## src/rtl/pwm_timer_pkg.sv

```systemverilog
// pwm_timer_pkg: register offsets, CTRL bit indices and channel state
// shared by the multi-channel PWM timer and its per-channel engine.
package pwm_timer_pkg;

  localparam logic [1:0] REG_PERIOD = 2'd0;
  localparam logic [1:0] REG_DUTY   = 2'd1;
  localparam logic [1:0] REG_STOP   = 2'd2;
  localparam logic [1:0] REG_CTRL   = 2'd3;

  localparam int CTRL_INV  = 0;
  localparam int CTRL_AUTO = 1;

  typedef enum logic [1:0] {
    IDLE = 2'd0,
    RUN  = 2'd1,
    DONE = 2'd2
  } state_e;

endpackage

```

## src/rtl/pwm_channel.sv

```systemverilog
// pwm_channel: one PWM timer channel (shadow/active regs, counters, FSM).
// Ports: i_clk/i_rstn, i_we/i_reg/i_wdata write, i_start/i_stop, o_pwm/o_timer_end/o_busy.
module pwm_channel
  import pwm_timer_pkg::*;
#(
  parameter int CNT_W = 16,
  parameter int CYC_W = 8
) (
  input  logic             i_clk,
  input  logic             i_rstn,
  input  logic             i_we,
  input  logic [1:0]       i_reg,
  input  logic [CNT_W-1:0] i_wdata,
  input  logic             i_start,
  input  logic             i_stop,
  output logic             o_pwm,
  output logic             o_timer_end,
  output logic             o_busy
);

  state_e           state_q, state_d;
  logic [CNT_W-1:0] per_sh_q, per_sh_d;
  logic [CNT_W-1:0] duty_sh_q, duty_sh_d;
  logic [CYC_W-1:0] stop_sh_q, stop_sh_d;
  logic [1:0]       ctrl_q, ctrl_d;
  logic [CNT_W-1:0] per_act_q, per_act_d;
  logic [CNT_W-1:0] duty_act_q, duty_act_d;
  logic [CYC_W-1:0] stop_act_q, stop_act_d;
  logic [CNT_W-1:0] cnt_q, cnt_d;
  logic [CYC_W-1:0] cyc_q, cyc_d;
  logic             pwm_q, pwm_d;
  logic             tend_q, tend_d;
  logic             load;
  logic             wrap;
  logic             last;

  always_comb begin
    state_d    = state_q;
    per_sh_d   = per_sh_q;
    duty_sh_d  = duty_sh_q;
    stop_sh_d  = stop_sh_q;
    ctrl_d     = ctrl_q;
    per_act_d  = per_act_q;
    duty_act_d = duty_act_q;
    stop_act_d = stop_act_q;
    cnt_d      = cnt_q;
    cyc_d      = cyc_q;
    tend_d     = 1'b0;
    load       = 1'b0;

    if (i_we) begin
      unique case (1'b1)
        (i_reg == REG_PERIOD): per_sh_d  = i_wdata;
        (i_reg == REG_DUTY):   duty_sh_d = i_wdata;
        (i_reg == REG_STOP):   stop_sh_d = i_wdata[CYC_W-1:0];
        (i_reg == REG_CTRL):   ctrl_d    = i_wdata[1:0];
      endcase
    end

    wrap = (cnt_q == per_act_q - CNT_W'(1));
    last = (stop_act_q != '0) &&
           (cyc_q + CYC_W'(1) == stop_act_q);

    unique case (state_q)
      IDLE: begin
        cnt_d = '0;
        cyc_d = '0;
        // Loads from *_d so a same-cycle write is picked up.
        if (i_start && per_sh_d != '0) begin
          state_d = RUN;
          load    = 1'b1;
        end
      end
      RUN: begin
        if (wrap) begin
          cnt_d = '0;
          if (last) begin
            tend_d = 1'b1;
            cyc_d  = '0;
            if (ctrl_d[CTRL_AUTO]) begin
              load = 1'b1;
            end else begin
              state_d = DONE;
            end
          end else begin
            load = 1'b1;
            if (cyc_q != '1) begin
              cyc_d = cyc_q + CYC_W'(1);
            end
          end
        end else begin
          cnt_d = cnt_q + CNT_W'(1);
        end
      end
      DONE: begin
        state_d = IDLE;
        cnt_d   = '0;
        cyc_d   = '0;
      end
      default: begin
        state_d = IDLE;
        cnt_d   = '0;
        cyc_d   = '0;
      end
    endcase

    if (i_stop) begin
      state_d = IDLE;
      cnt_d   = '0;
      cyc_d   = '0;
      tend_d  = 1'b0;
    end

    if (load) begin
      per_act_d  = per_sh_d;
      duty_act_d = duty_sh_d;
      stop_act_d = stop_sh_d;
    end

    pwm_d = ((state_d == RUN) && (cnt_d < duty_act_d))
            ^ ctrl_d[CTRL_INV];
  end

  always_ff @(posedge i_clk) begin
    if (!i_rstn) begin
      state_q    <= IDLE;
      per_sh_q   <= '0;
      duty_sh_q  <= '0;
      stop_sh_q  <= '0;
      ctrl_q     <= '0;
      per_act_q  <= '0;
      duty_act_q <= '0;
      stop_act_q <= '0;
      cnt_q      <= '0;
      cyc_q      <= '0;
      pwm_q      <= 1'b0;
      tend_q     <= 1'b0;
    end else begin
      state_q    <= state_d;
      per_sh_q   <= per_sh_d;
      duty_sh_q  <= duty_sh_d;
      stop_sh_q  <= stop_sh_d;
      ctrl_q     <= ctrl_d;
      per_act_q  <= per_act_d;
      duty_act_q <= duty_act_d;
      stop_act_q <= stop_act_d;
      cnt_q      <= cnt_d;
      cyc_q      <= cyc_d;
      pwm_q      <= pwm_d;
      tend_q     <= tend_d;
    end
  end

  assign o_pwm       = pwm_q;
  assign o_timer_end = tend_q;
  assign o_busy      = (state_q == RUN);

endmodule

```

## src/rtl/pwm_timer_mc.sv

```systemverilog
// pwm_timer_mc: N_CH PWM timers behind a write bus; i_addr[1:0] selects the
// register, upper bits the channel; outputs o_pwm/o_timer_end/o_busy per channel.
module pwm_timer_mc
  import pwm_timer_pkg::*;
#(
  parameter int CNT_W  = 16,
  parameter int N_CH   = 4,
  parameter int CYC_W  = 8,
  parameter int ADDR_W = $clog2(N_CH) + 2
) (
  input  logic              i_clk,
  input  logic              i_rstn,
  input  logic              i_we,
  input  logic [ADDR_W-1:0] i_addr,
  input  logic [CNT_W-1:0]  i_wdata,
  input  logic [N_CH-1:0]   i_start,
  input  logic [N_CH-1:0]   i_stop,
  output logic [N_CH-1:0]   o_pwm,
  output logic [N_CH-1:0]   o_timer_end,
  output logic [N_CH-1:0]   o_busy
);

  localparam int CH_W = (ADDR_W > 2) ? ADDR_W - 2 : 1;

  logic [CH_W-1:0] ch_idx;
  logic [N_CH-1:0] we_vec;

  if (ADDR_W > 2) begin : g_idx
    assign ch_idx = i_addr[ADDR_W-1:2];
  end else begin : g_idx0
    assign ch_idx = '0;
  end

  // Indices past N_CH match no channel, so those writes drop.
  always_comb begin
    we_vec = '0;
    for (int i = 0; i < N_CH; i++) begin
      we_vec[i] = i_we && (int'(ch_idx) == i);
    end
  end

  for (genvar g = 0; g < N_CH; g++) begin : g_ch
    pwm_channel #(
      .CNT_W(CNT_W),
      .CYC_W(CYC_W)
    ) u_ch (
      .i_clk      (i_clk),
      .i_rstn     (i_rstn),
      .i_we       (we_vec[g]),
      .i_reg      (i_addr[1:0]),
      .i_wdata    (i_wdata),
      .i_start    (i_start[g]),
      .i_stop     (i_stop[g]),
      .o_pwm      (o_pwm[g]),
      .o_timer_end(o_timer_end[g]),
      .o_busy     (o_busy[g])
    );
  end

endmodule

```

## config.mk

```make
export PLATFORM = sky130hd
export DESIGN_NAME = pwm_timer_mc
export DESIGN_NICKNAME = d
export VERILOG_FILES = /design/src/rtl/pwm_timer_pkg.sv /design/src/rtl/pwm_channel.sv /design/src/rtl/pwm_timer_mc.sv
export SDC_FILE = /design/constraint.sdc
export NUM_CORES = 1
export LEC_CHECK = 0
export ABC_CLOCK_PERIOD_IN_PS = 7200
export BUFFER_PORTS_ARGS = -buffer_cell sky130_fd_sc_hd__clkbuf_2
export CORE_ASPECT_RATIO = 1.2
export CORE_UTILIZATION = 40
export DETAILED_ROUTE_END_ITERATION = 8
export PLACE_DENSITY = 0.57
export REMOVE_ABC_BUFFERS = 1
export SETUP_SLACK_MARGIN = 0.1
export SLEW_MARGIN = 20
export SYNTH_ARGS = -nofsm -noshare
export SYNTH_HDL_FRONTEND = slang
export SYNTH_SLANG_ARGS = --single-unit
export TNS_END_PERCENT = 5
```

## constraint.sdc

```tcl
create_clock -name i_clk -period 7.2 [get_ports i_clk]
set_input_delay 1.44 -clock i_clk [delete_from_list [all_inputs] [get_ports i_clk]]
set_output_delay 1.44 -clock i_clk [all_outputs]
set_load 0.02 [all_outputs]
```

Word level (Yosys, flattened, before mapping). Index checks and enable logic that the tools add are counted.

Flip-flop bits (word level): 440. Input bits: 31. Word-level logic and storage cells: 253.

Equal/unequal tests: 26. Reduce and logical (&&, ||, !) cells: 46. $lt $le $gt $ge: 4. Add/sub/neg operators: 12. Mux-type cells: 104. Bitwise logic cells: 13.

Operators with widths (count): $mux W16 (32); $mux W8 (16); $add A16 B1 Y16 const B (4); $eq A16 B16 Y1 (4); $lt A16 B16 Y1 (4); $reduce_bool A16 Y1 (4); $sub A16 B1 Y16 const B (4); $mux W2 (28); $add A8 B1 Y8 const B (4); $eq A8 B8 Y1 (4); $ne A8 B8 Y1 const B (4); $reduce_bool A8 Y1 (4); $eq A2 B1 Y1 const B (10); $mux W1 (20); $logic_and A1 B1 Y1 (16); $pmux W2 S2 (4); $reduce_or A4 Y1 (4); $logic_not A2 Y1 (6); $reduce_or A3 Y1 (4); $not A1 Y1 (9); $eq A2 B2 Y1 const B (4); $pmux W1 S2 (4); $reduce_and A2 Y1 (4); $reduce_bool A2 Y1 (4); $xor A1 B1 Y1 (4).

Depth between registers and ports, before layout.
Depth after elaboration: 11. Depth in mapped cells: 22. Gate-level depth less buffers: 20.

Cells and area by module. From an unflattened synthesis, not the netlist that was laid out.

Cell total of the unflattened synthesis: 2495. Area, all modules: 21764.6 µm².

Modules (own cells, without submodules): pwm_channel at g_ch[2].u_ch (cells an instance 639, times used 1, sequential area each 2202.1 µm², area an instance 5596.6 µm²); pwm_channel at g_ch[3].u_ch (cells an instance 630, times used 1, sequential area each 2202.1 µm², area an instance 5499.0 µm²); pwm_channel at g_ch[0].u_ch (cells an instance 626, times used 1, sequential area each 2202.1 µm², area an instance 5368.9 µm²); pwm_channel at g_ch[1].u_ch (cells an instance 596, times used 1, sequential area each 2202.1 µm², area an instance 5262.5 µm²); pwm_timer_mc (cells an instance 4, times used 1, sequential area each 0.0 µm², area an instance 37.5 µm²).

Worst setup path after synthesis. OpenSTA, ideal clock, no wires.

Path kind: input to register. Start point: in i_addr[1]. End point: reg g_ch[3].u_ch.pwm_q. Arrival: 5110 ps. Data required time: 7126 ps. Setup time: 74 ps. Setup slack: 2016 ps. Stages: 18. Cells stage by stage: nor2_1 > and4_1 > clkbuf_1 > mux2_2 > nand3_1 > o21ai_1 > clkbuf_1 > o21ai_0 > ha_1 > a21o_1 > a21o_1 > a21o_1 > a21oi_1 > o221ai_1 > a2111o_1 > a311o_1 > o21a_1 > o21ai_0.

Cells in the longest elaborated chain, start to end: 11.

Ends and longest elaborated chain: start, declared (RTL line pwm_timer_mc.sv:14) `input logic [ADDR_W-1:0] i_addr,`; $logic_not A2 Y1 / $eq A2 B2 Y1 (equally long branches) (RTL line pwm_channel.sv:53, pwm_channel.sv:56); $mux W16 / $mux W2 (equally long branches) (RTL line pwm_channel.sv:52) `unique case (1'b1)`; $mux W16 / $mux W2 (equally long branches) (RTL line pwm_channel.sv:51) `if (i_we) begin`; $reduce_bool A16 Y1 (tied with other cells) (RTL line pwm_channel.sv:69) `if (i_start && per_sh_d != '0) begin`; $logic_and A1 B1 Y1 (tied with other cells) (RTL line pwm_channel.sv:69); $mux W1 (tied with other cells) (RTL line pwm_channel.sv:69); $pmux W1 S2 / $pmux W2 S2 (equally long branches) (RTL line pwm_channel.sv:64) `unique case (state_q)`; $mux W16 / $mux W2 (equally long branches) (RTL line pwm_channel.sv:114, pwm_channel.sv:107); $lt A16 B16 Y1 / $eq A2 B1 Y1 (equally long branches) (RTL line pwm_channel.sv:120) `pwm_d = ((state_d == RUN) && (cnt_d < duty_act_d))`; $logic_and A1 B1 Y1 (RTL line pwm_channel.sv:120); $xor A1 B1 Y1 (*) (RTL line pwm_channel.sv:121) `^ ctrl_d[CTRL_INV];`; end signal, assigned (RTL line pwm_channel.sv:149) `pwm_q <= pwm_d;`; end, declared (RTL line pwm_channel.sv:31) `logic pwm_q, pwm_d;`.

Mark *: on every way between the ends. The rest lies on a longest branch, timed or not. A chain may end at the register's enable or synchronous reset.

Worst setup path in the final report.
Start point: in i_wdata[5]. End point: reg g_ch[3].u_ch.pwm_q.

Cells in the longest elaborated chain, start to end: 10.

Ends and longest elaborated chain: start, declared (RTL line pwm_timer_mc.sv:15) `input logic [CNT_W-1:0] i_wdata,`; $mux W16 (RTL line pwm_channel.sv:52); $mux W16 (RTL line pwm_channel.sv:51); $reduce_bool A16 Y1 (RTL line pwm_channel.sv:69); $logic_and A1 B1 Y1 (RTL line pwm_channel.sv:69); $mux W1 / $mux W2 (equally long branches) (RTL line pwm_channel.sv:69); $pmux W1 S2 / $pmux W2 S2 (equally long branches) (RTL line pwm_channel.sv:64); $mux W16 / $mux W2 (equally long branches) (RTL line pwm_channel.sv:114, pwm_channel.sv:107); $lt A16 B16 Y1 / $eq A2 B1 Y1 (equally long branches) (RTL line pwm_channel.sv:120); $logic_and A1 B1 Y1 (*) (RTL line pwm_channel.sv:120); $xor A1 B1 Y1 (*) (RTL line pwm_channel.sv:121).

Marks and branches as above.

==> summary.txt <==
Global routing
  – Initial antenna violation count: 2
  – First-pass GRT wire length: 93500 µm
  – Grt met1 use: 26.4%
  – Vias in the first global route: 17400
  – Grt peak-use layer: met2
  – Grt met2 use: 36.7%
  – Largest net degree at the start of global routing: 195
  – Gr usage total: 21.0%
  – GR Util met3: 3.14%
  – Congestion Overflow GR: 0

Placed design
  – IO buf count: 42
  – Placed inst area: 22300 µm²
  – GP Congestion: 0.862
  – Post-DP HPWL: 41100 µm

Layout
  – Fraction of layout instances using a drive strength above 1: 7.68%
  – Final net count: 2582
  – Post-route design area: 23900 µm²
  – Post-layout util: 45.2%
  – N_diodes: 0
  – Layout area overhead: 10.7%

Synthesis
  – Post-synthesis simple-gate area fraction: 22.5%
  – Ys flop type: dfxtp_1
  – Register area share after synthesis: 40.9%
  – Seq cells post-synth: 440
  – Yosys top cell by area: dfxtp_1
  – Most frequent cells after synthesis: nor2_1 (493), dfxtp_1 (440), mux2i_1 (176)
  – Netlist cell types: 77
  – Synth Cell Area: 21600 µm²
  – Post-synthesis mux area share: 8.64%
  – Mean area per synthesized cell: 8.54 µm²
  – Compound-Gate Fraction of Synth Area: 13.1%
  – Cell with the most instances after synthesis: nor2_1
  – Synth area leaders: dfxtp_1 (41%), nor2_1 (8.6%), mux2i_1 (8.2%), xnor2_1 (4.2%), ha_1 (4.2%)
  – Area fraction of the dominant cell type after synthesis: 40.9%
  – Mapped Cells: 2525
  – Xor and xnor area share after synthesis: 6.66%
  – Largest family of logic cells by synthesized area: simple AND/OR/NAND/NOR gates
  – Ys async rst share: 0%
  – Number of synthesized flops with an enable pin: 0
  – YS warnings: 0
  – Synth Area in Adders: 4.18%

Floorplan
  – Die Y: 256 µm
  – Cell row count: 92
  – Die area: 54800 µm²
  – Initial core utilization: 40.8%
  – Core area: 52800 µm²
  – Die W: 214 µm
  – Io pins: 43

Drt
  – Via count: 17700
  – Number of vias per cell: 5.51
  – Residual DRC count: 0
  – Initial DRC Count: 1151
  – Post-Route WL: 58000 µm
  – Remaining antenna violation count: 0
  – TritonRoute pass-1 iters: 5
  – Post-DR wirelength/cell: 18.0 µm

Power
  – Total power: 6060 µW
  – Pwr Density: 254 nW/µm²
  – LEAKAGE: 0.00900 µW
  – VDD IR max: 0.185 mV

Critical path
  – CP Max Fanout: 36
  – WS Path Type: in -> reg
  – Startpoint Class: input port
  – Crit path capture type: flip-flop
  – Cell count of the worst reg-to-reg path: 19
  – Req. time, crit path: 7.71 ns
  – Crit path DAT: 6.43 ns

STA
  – RSZ-0062 raised after global routing: false
  – Final Hold Vio Count: 0
  – Final cycle utilization of the critical path: 82.3%
  – Max Slew Vio Count: 0
  – Max-slew headroom: 29.5%
  – Worst-Margin Slew: 1.05 ns
  – Setup TNS: 0 ns
  – Final min period: 5.92 ns
  – # setup viols final: 0
  – Skew final: 0.0196 ns
  – Max Fclk: 169 MHz

Clock network
  – Root Driver: clkbuf_16
  – Clock sink total: 440
  – Total CTS buffers: 47
  – CTS Buffer Depth: 3
  – CTS tree: yes
  – Clock slew at reported path FFs: 0.06 ns
  – # resized after CTS: 0
  – Clk_lat worst skew: 0.58 ns
  – CTS Hold Bufs: 0
  – H-Tree Depth: 2
  – Post-CTS setup buffer count: 0

Outcome
  – Status: complete, no violations

Min path
  – Hold Crit Class: reg -> reg
  – Worst hold stages: 2

Job
  – Max Cap Viol: 0
[state kept, by name, indices dropped and copies added, names as in the netlist]
signal / count
g_ch.u_ch.cnt_q: 64
g_ch.u_ch.duty_act_q: 64
g_ch.u_ch.duty_sh_q: 64
g_ch.u_ch.per_act_q: 64
g_ch.u_ch.per_sh_q: 64
g_ch.u_ch.cyc_q: 32
g_ch.u_ch.stop_act_q: 32
g_ch.u_ch.stop_sh_q: 32
g_ch.u_ch.ctrl_q: 8
g_ch.u_ch.state_q: 8
g_ch.u_ch.o_pwm: 4
g_ch.u_ch.o_timer_end: 4
[report_power, final]
group	internal (µW)	switching, µW
Sequential	2530	92.4
Clock	1500	1010
Combinational	360	566
Total	4400	1660
[cells by family (layout without fill, tap and decap cells)]
logic type               count (synthesis)  in the layout
buffers and inverters                  214            203
adder cells (fa/ha/maj)                 72             72
AND/OR/NAND/NOR                       1031           1031
multiplexers                           185            185
AO/OA/AOI/OAI                          419            419
flip-flops                             440            440
XOR/XNOR                               164            164
[worst paths after layout]
check | start | to | slack (ns)
worst max-delay path | i_wdata[5] | g_ch[3].u_ch.o_pwm$_SDFF_PN0_ | 1.28
worst min-delay path | g_ch[3].u_ch.duty_sh_q[7]$_SDFF_PN0_ | g_ch[3].u_ch.duty_sh_q[7]$_SDFF_PN0_ | 0.49
worst max register to register | g_ch[3].u_ch.per_act_q[0]$_SDFFE_PN0N_ | g_ch[3].u_ch.o_pwm$_SDFF_PN0_ | 1.35
worst min register to register | g_ch[3].u_ch.duty_sh_q[7]$_SDFF_PN0_ | g_ch[3].u_ch.duty_sh_q[7]$_SDFF_PN0_ | 0.49
[layout make-up]
type | count | area [µm²]
clock inverter | 18 | 229
tap | 705 | 882
clock buffer | 66 | 1370
fill | 5139 | 29000
sequential | 440 | 8810
timing repair buffer | 78 | 493
multi-input combinational | 1871 | 11900
inverter | 41 | 161
[metal layers]
metal	vias up	part of all wire, %
met2	273	49
met1	8540	45
met4	4	2.4
met5	-	0.040
li1	8824	-
met3	83	3.3
[metrics by stage]
stage / worst slack [ns] / cells / hold slack (ns)
final: 1.28 / 3219 / 0.486
after global routing: 0.819 / 3219 / 0.514
after CTS: 1.24 / 3219 / 0.490
after detailed placement: 0.616 / 3135 / 0.476
after global placement: 0.749 / 3135 / 0.468
after floorplan: -2.24 / 2352 / 0.456
[worst max-delay path, stage by stage]
cell	delay, ns
clkbuf_2	0.22
nor4_1	0.87
nand4_1	0.52
mux2_2	0.48
nand3_1	0.18
o21ai_4	0.17
buf_4	0.30
o21ai_0	0.28
ha_1	0.30
a21o_1	0.16
a211oi_1	0.25
o221ai_1	0.20
a2111o_1	0.44
a311o_1	0.30
o21a_1	0.17
o21ai_0	0.13
[cells in the final DEF (no fill, tap or decap), drive strengths merged, types with 14 or more instances in the layout]
cell type	instances
a211oi	115
a21o	21
a21oi	62
and2	15
and3	28
buf	36
clkbuf	108
dfxtp	440
ha	72
inv	41
mux2i	176
nand2	132
nand2b	15
nand3	63
nand3b	17
nand4	39
nor2	493
nor3	99
nor4	40
o21ai	111
or3	14
or4	17
xnor2	104
xor2	60
No activity file was read; power rests on OpenSTA's default activity.
